<file path="config.mk">
export PLATFORM = sky130hd
export DESIGN_NAME = multdiv_ctrl
export DESIGN_NICKNAME = d
export VERILOG_FILES = /design/src/rtl/multdiv_ctrl.sv
export SDC_FILE = /design/constraint.sdc
export NUM_CORES = 1
export LEC_CHECK = 0
export CORE_MARGIN = 1.5
export CORE_UTILIZATION = 40
export DETAILED_ROUTE_END_ITERATION = 7
export HOLD_SLACK_MARGIN = 0.03
export MAX_ROUTING_LAYER = met4
export PLACE_DENSITY_LB_ADDON = 0.08
export SYNTH_ARGS = -nofsm -noshare
export SYNTH_HDL_FRONTEND = slang
export SYNTH_SLANG_ARGS = --single-unit
export TNS_END_PERCENT = 20
</file>
<file path="constraint.sdc">
create_clock -name clock -period 4.2 [get_ports clock]
set_input_delay 0.42 -clock clock [delete_from_list [all_inputs] [get_ports clock]]
set_output_delay 0.42 -clock clock [all_outputs]
set_load 0.02 [all_outputs]
</file>
<file path="src/rtl/multdiv_ctrl.sv">
// multdiv_ctrl: sequences one multiply/divide at a time through the multdiv unit.
// Latency: issue edge T -> start pulse in T+1 -> BUSY from T+2; wb_valid the cycle after RDY or abort.
// Backpressure: stall is high and issue_ready low outside IDLE; the result is held until wb_ack.
//
// Ports:
//   clock, reset           - rising-edge clock, async active-high reset
//   issue_*                - op from execute stage (valid, is_div, a, b, rd); issue_ready/stall back
//   md_operandA/B, md_ctrl_MULT/DIV, md_reset - drive the multdiv unit
//   md_result, md_exception, md_resultRDY     - results from the multdiv unit
//   wb_valid/rd/data/exception, wb_ack        - writeback handshake
//   timeout_err            - sticky flag, set on any watchdog abort
module multdiv_ctrl #(
    parameter int WIDTH   = 32,
    parameter int RD_W    = 5,
    parameter int TIMEOUT = 64
) (
    input  logic             clock,
    input  logic             reset,

    input  logic             issue_valid,
    input  logic             issue_is_div,
    input  logic [WIDTH-1:0] issue_a,
    input  logic [WIDTH-1:0] issue_b,
    input  logic [RD_W-1:0]  issue_rd,
    output logic             issue_ready,
    output logic             stall,

    output logic [WIDTH-1:0] md_operandA,
    output logic [WIDTH-1:0] md_operandB,
    output logic             md_ctrl_MULT,
    output logic             md_ctrl_DIV,
    output logic             md_reset,
    input  logic [WIDTH-1:0] md_result,
    input  logic             md_exception,
    input  logic             md_resultRDY,

    output logic             wb_valid,
    output logic [RD_W-1:0]  wb_rd,
    output logic [WIDTH-1:0] wb_data,
    output logic             wb_exception,
    input  logic             wb_ack,

    output logic             timeout_err
);

    // Counter only has to reach TIMEOUT-1, so clog2(TIMEOUT) bits never wrap.
    localparam int CNT_W = (TIMEOUT > 2) ? $clog2(TIMEOUT) : 1;
    localparam logic [CNT_W-1:0] CNT_MAX = CNT_W'(TIMEOUT - 1);

    typedef enum logic [1:0] {
        S_IDLE  = 2'd0,
        S_START = 2'd1,
        S_BUSY  = 2'd2,
        S_DONE  = 2'd3
    } state_t;

    state_t             state;

    // Operand/tag registers: written only in IDLE, so they stay stable
    // from START through DONE and double as the writeback tag.
    logic [WIDTH-1:0]   op_a;
    logic [WIDTH-1:0]   op_b;
    logic               op_is_div;
    logic [RD_W-1:0]    op_rd;

    logic [CNT_W-1:0]   wd_cnt;
    logic [WIDTH-1:0]   res_data;
    logic               res_exc;
    logic               terr;
    logic               abort_pulse;

    always_ff @(posedge clock or posedge reset) begin
        if (reset) begin
            state       <= S_IDLE;
            op_a        <= '0;
            op_b        <= '0;
            op_is_div   <= 1'b0;
            op_rd       <= '0;
            wd_cnt      <= '0;
            res_data    <= '0;
            res_exc     <= 1'b0;
            terr        <= 1'b0;
            abort_pulse <= 1'b0;
        end else begin
            // The abort reset to the unit lasts exactly one cycle.
            abort_pulse <= 1'b0;
            case (state)
                S_IDLE: begin
                    if (issue_valid) begin
                        op_a      <= issue_a;
                        op_b      <= issue_b;
                        op_is_div <= issue_is_div;
                        op_rd     <= issue_rd;
                        state     <= S_START;
                    end
                end
                S_START: begin
                    // md_resultRDY may still be high from the previous op here;
                    // it is deliberately not looked at in this state.
                    wd_cnt <= '0;
                    state  <= S_BUSY;
                end
                S_BUSY: begin
                    if (md_resultRDY) begin
                        // A result arriving in the last allowed cycle beats the abort.
                        res_data <= md_result;
                        res_exc  <= md_exception;
                        state    <= S_DONE;
                    end else if (wd_cnt == CNT_MAX) begin
                        res_data    <= '0;
                        res_exc     <= 1'b1;
                        terr        <= 1'b1;
                        abort_pulse <= 1'b1;
                        state       <= S_DONE;
                    end else begin
                        wd_cnt <= wd_cnt + 1'b1;
                    end
                end
                S_DONE: begin
                    if (wb_ack) begin
                        state <= S_IDLE;
                    end
                end
                default: begin
                    state <= S_IDLE;
                end
            endcase
        end
    end

    // All outputs below are decoded from registered state; the only
    // combinational input path is reset into md_reset.
    assign issue_ready  = (state == S_IDLE);
    assign stall        = (state != S_IDLE);

    assign md_operandA  = op_a;
    assign md_operandB  = op_b;
    assign md_ctrl_MULT = (state == S_START) & ~op_is_div;
    assign md_ctrl_DIV  = (state == S_START) &  op_is_div;
    assign md_reset     = reset | abort_pulse;

    assign wb_valid     = (state == S_DONE);
    assign wb_rd        = op_rd;
    assign wb_data      = res_data;
    assign wb_exception = res_exc;

    assign timeout_err  = terr;

endmodule
</file>
==> results by group <==
Status
  • Status: complete, no violations

Logic synthesis
  • YS warnings: 0
  • Post-synth top area share: 60.9%
  • Post-synthesis sequential area ratio: 60.9%
  • Synth Area per Inst: 13.0 um^2
  • Post-synth top flop: dfrtp_1
  • Most common cell in the netlist: dfrtp_1
  • Mapped Nets: 470
  • Netlist cell types: 33
  • Fraction of registers with async set/reset: 100%
  • Gate Count Post-Synth: 356
  • Largest cells by area after synthesis: dfrtp_1 (61%), mux2_2 (17%), nand2_1 (6.0%)
  • Synthesized area: 0.00464 mm^2
  • Post-synth EDFFs: 0
  • Yosys reg bits: 113
  • Commonest cells in the netlist: dfrtp_1 (113), nand2_1 (74), mux2_2 (70)
  • Largest area contributor in the netlist: dfrtp_1

Critical path
  • Worst EP arrival: 1920 ps
  • Crit path from: state[1]
  • Startpoint types: register
  • Slowest CP cell: clkdlybuf4s50_1
  • Crit-path leading delay family: buffers and inverters
  • R2R depth: 5
  • Worst reg2reg path startpoint: state[0]
  • Worst reg2reg setup slack: 1910 ps
  • CP required: 3780 ps
  • Reg-to-reg critical path endpoint: wb_data[24]
  • CP cell instances: inv_1, ha_1, inv_1, nor2_1, clkdlybuf4s50_1
  • CP dominant cell by count: inv_1
  • Crit-path max FO: 4
  • WP buf/inv: 3
  • CP peak stage delay: 620 ps
  • CP Capture Type: primary output
  • Setup CP Type: register to primary output

Clock tree
  • H-tree levels: 4
  • CTS sink count: 113
  • CTS tree: yes
  • TritonCTS buffer count: 17
  • Clock-pin slew on the worst setup and hold paths: 50 ps
  • Number of buffers inserted by hold repair at cts: 0
  • Post-cts sizing count: 0
  • Clk Latency, worst-skew pair: 400 ps
  • Clk root buf: clkbuf_16
  • Clock buffer depth: 2
  • Post-CTS setup buffer count: 0

Die
  • Die Area: 0.0123 mm^2
  • Core area: 0.0114 mm^2
  • # IOs: 217
  • # rows: 39
  • Die X: 111 um
  • Die height: 111 um
  • Starting Density: 40.8%

STA
  • Worst Slack Setup Final: 1860 ps
  • Final setup fails: 0
  • Min Tclk post-route: 2340 ps
  • Peak Freq: 427 MHz
  • Pins Over Slew Limit: 0
  • Worst hold slack: 477 ps
  • Tcrit/Tclk final: 55.7%
  • RSZ-0062 raised after global routing: no
  • Worst-Margin Slew: 1220 ps
  • Setup TNS: 0 ps
  • Clock skew: 9.58 ps
  • Max-slew headroom: 18.7%
  • Final Hold Violating Endpoints: 0

Route
  • Vias per inst: 4.75
  • Total Wirelength: 11.8 mm
  • Via Count: 3,478
  • Drt first-iter violations: 179
  • WL/cell: 16.1 um
  • Remaining antenna violation count after routing: 0
  • Remaining DRCs: 0
  • DRT Pass-1 Iters: 4

Min path
  • Hold path start: timeout_err
  • Min-Delay Path Class: register to register
  • Endpoint, Worst Hold: timeout_err
  • WHS Path Cells: 1

Layout
  • Share of cells above drive strength 1: 23.8%
  • Ant. Diodes: 0
  • Post-route cell area: 0.00742 mm^2
  • Layout overhead on the synthesized area: 59.8%
  • Final Util: 65.3%
  • Final std cells w/o fill: 732
  • Nets@finish: 690

Placed design
  • Port-buffer cells: 216
  • Pre-CTS setup slack: 1900 ps
  • Post-DP Area: 0.00688 mm^2
  • Cell count after placement: 700
  • RD Place Congestion: 0.776
  • Dpl hpwl: 8.38 mm

Power
  • Peak supply drop: 0.504 mV
  • Leak pwr: 3.16 nW
  • Total power: 5.97 mW
  • Cell Pwr Density: 805 mW/mm^2

Global routing
  • GRT Util Overall: 20.7%
  • First-pass GRT wire length: 19.2 mm
  • Initial antenna violation count: 0
  • Met3 GRT Util: 6.23%
  • Vias in the first global route: 3,720
  • Largest net degree at the start of global routing: 78
  • Remaining global-route overflow: 0
  • M1 GR Usage: 23.2%
  • Grt peak-use layer: met2
  • Met2 GRT Util: 34.4%

Run
  • Max cap viols: 0
worst reg2reg max path, cell delays in order (launching register included):
cell and delay (ps):
dfrtp_1 410, inv_1 120, ha_1 360, and2_1 1000, nand2_1 220, o21ai_2 110
kinds of logic (layout without fill, tap and decap cells):
group | count (synthesis) | after routing | share of synthesized area, %
buf+inv | 25 | 258 | 3.53
flops | 113 | 113 | 60.9
compound gates | 42 | 42 | 7.27
mux | 72 | 72 | 17.5
fa+ha+maj | 6 | 6 | 1.62
simple gates | 98 | 98 | 9.19
report_power, final:
group	internal, mW	total [mW]	switching (mW)
Clock	0.853	1.30	0.449
Combinational	1.45	2.80	1.35
Sequential	1.61	1.87	0.261
area by class of cell:
cell class,count,area (um^2)
fill,906,3950
sequential,113,2830
timing repair buffer,219,2180
multi-input combinational,218,1660
clock buffer,26,489
tap,143,179
clock inverter,6,55.1
inverter,7,28.8
worst max-delay path by stage:
stage / slack, ps / endpoint / cells after the start
2_1_floorplan: 790 / abort_pulse / 1
3_3_place_gp: 1960 / wb_data[23] / 4
3_5_place_dp: 1900 / wb_data[3] / 4
4_1_cts: 1830 / md_ctrl_MULT / 5
5_1_grt: 1700 / wb_data[24] / 5
6_report: 1860 / md_ctrl_MULT / 5
cell usage in the layout (no fill, tap or decap):
cell,netlist,routed
a21oi_2,1,1
nand4_1,1,1
o21ai_0,5,5
and4_1,1,1
and4_4,1,1
buf_4,1,3
mux2_2,70,70
clkinv_2,0,5
nand2b_1,2,2
or2_2,2,2
mux2i_1,1,1
nor3_2,1,1
bufinv_16,0,1
clkbuf_8,0,3
clkbuf_16,0,17
and3_4,1,1
and2_1,2,2
a31oi_1,1,1
nor2_1,6,6
inv_4,0,1
nor2_2,1,1
nor2b_1,1,1
dfrtp_1,113,113
o22ai_1,1,1
nor4_1,1,1
nor3_1,2,2
nand2_1,74,73
clkdlybuf4s50_1,0,216
nand2_2,0,1
nand3b_1,1,1
ha_1,6,6
inv_1,7,6
nand3_1,1,1
a21oi_1,2,2
o32a_2,1,1
a211oi_1,1,1
clkbuf_1,0,6
mux2_4,1,1
o21ai_2,30,30
per-layer routing:
metal / vias up / share of wire (%) / wire length [um]
li1: 1648 / - / -
met1: 1684 / 41 / 4860
met2: 125 / 51 / 6020
met3: 21 / 5.6 / 665
met4: 0 / 2.2 / 259
met5: - / 0 / 0
state kept, by name (all words and copies together), names as in the netlist:
| name | count |
|---|---|
| wb_data | 32 |
| wb_exception | 1 |
| timeout_err | 1 |
| wd_cnt | 6 |
| wb_rd | 5 |
| op_is_div | 1 |
| md_operandB | 32 |
| abort_pulse | 1 |
| md_operandA | 32 |
| state | 2 |
Note: power is estimated with default switching activity, not from simulation.
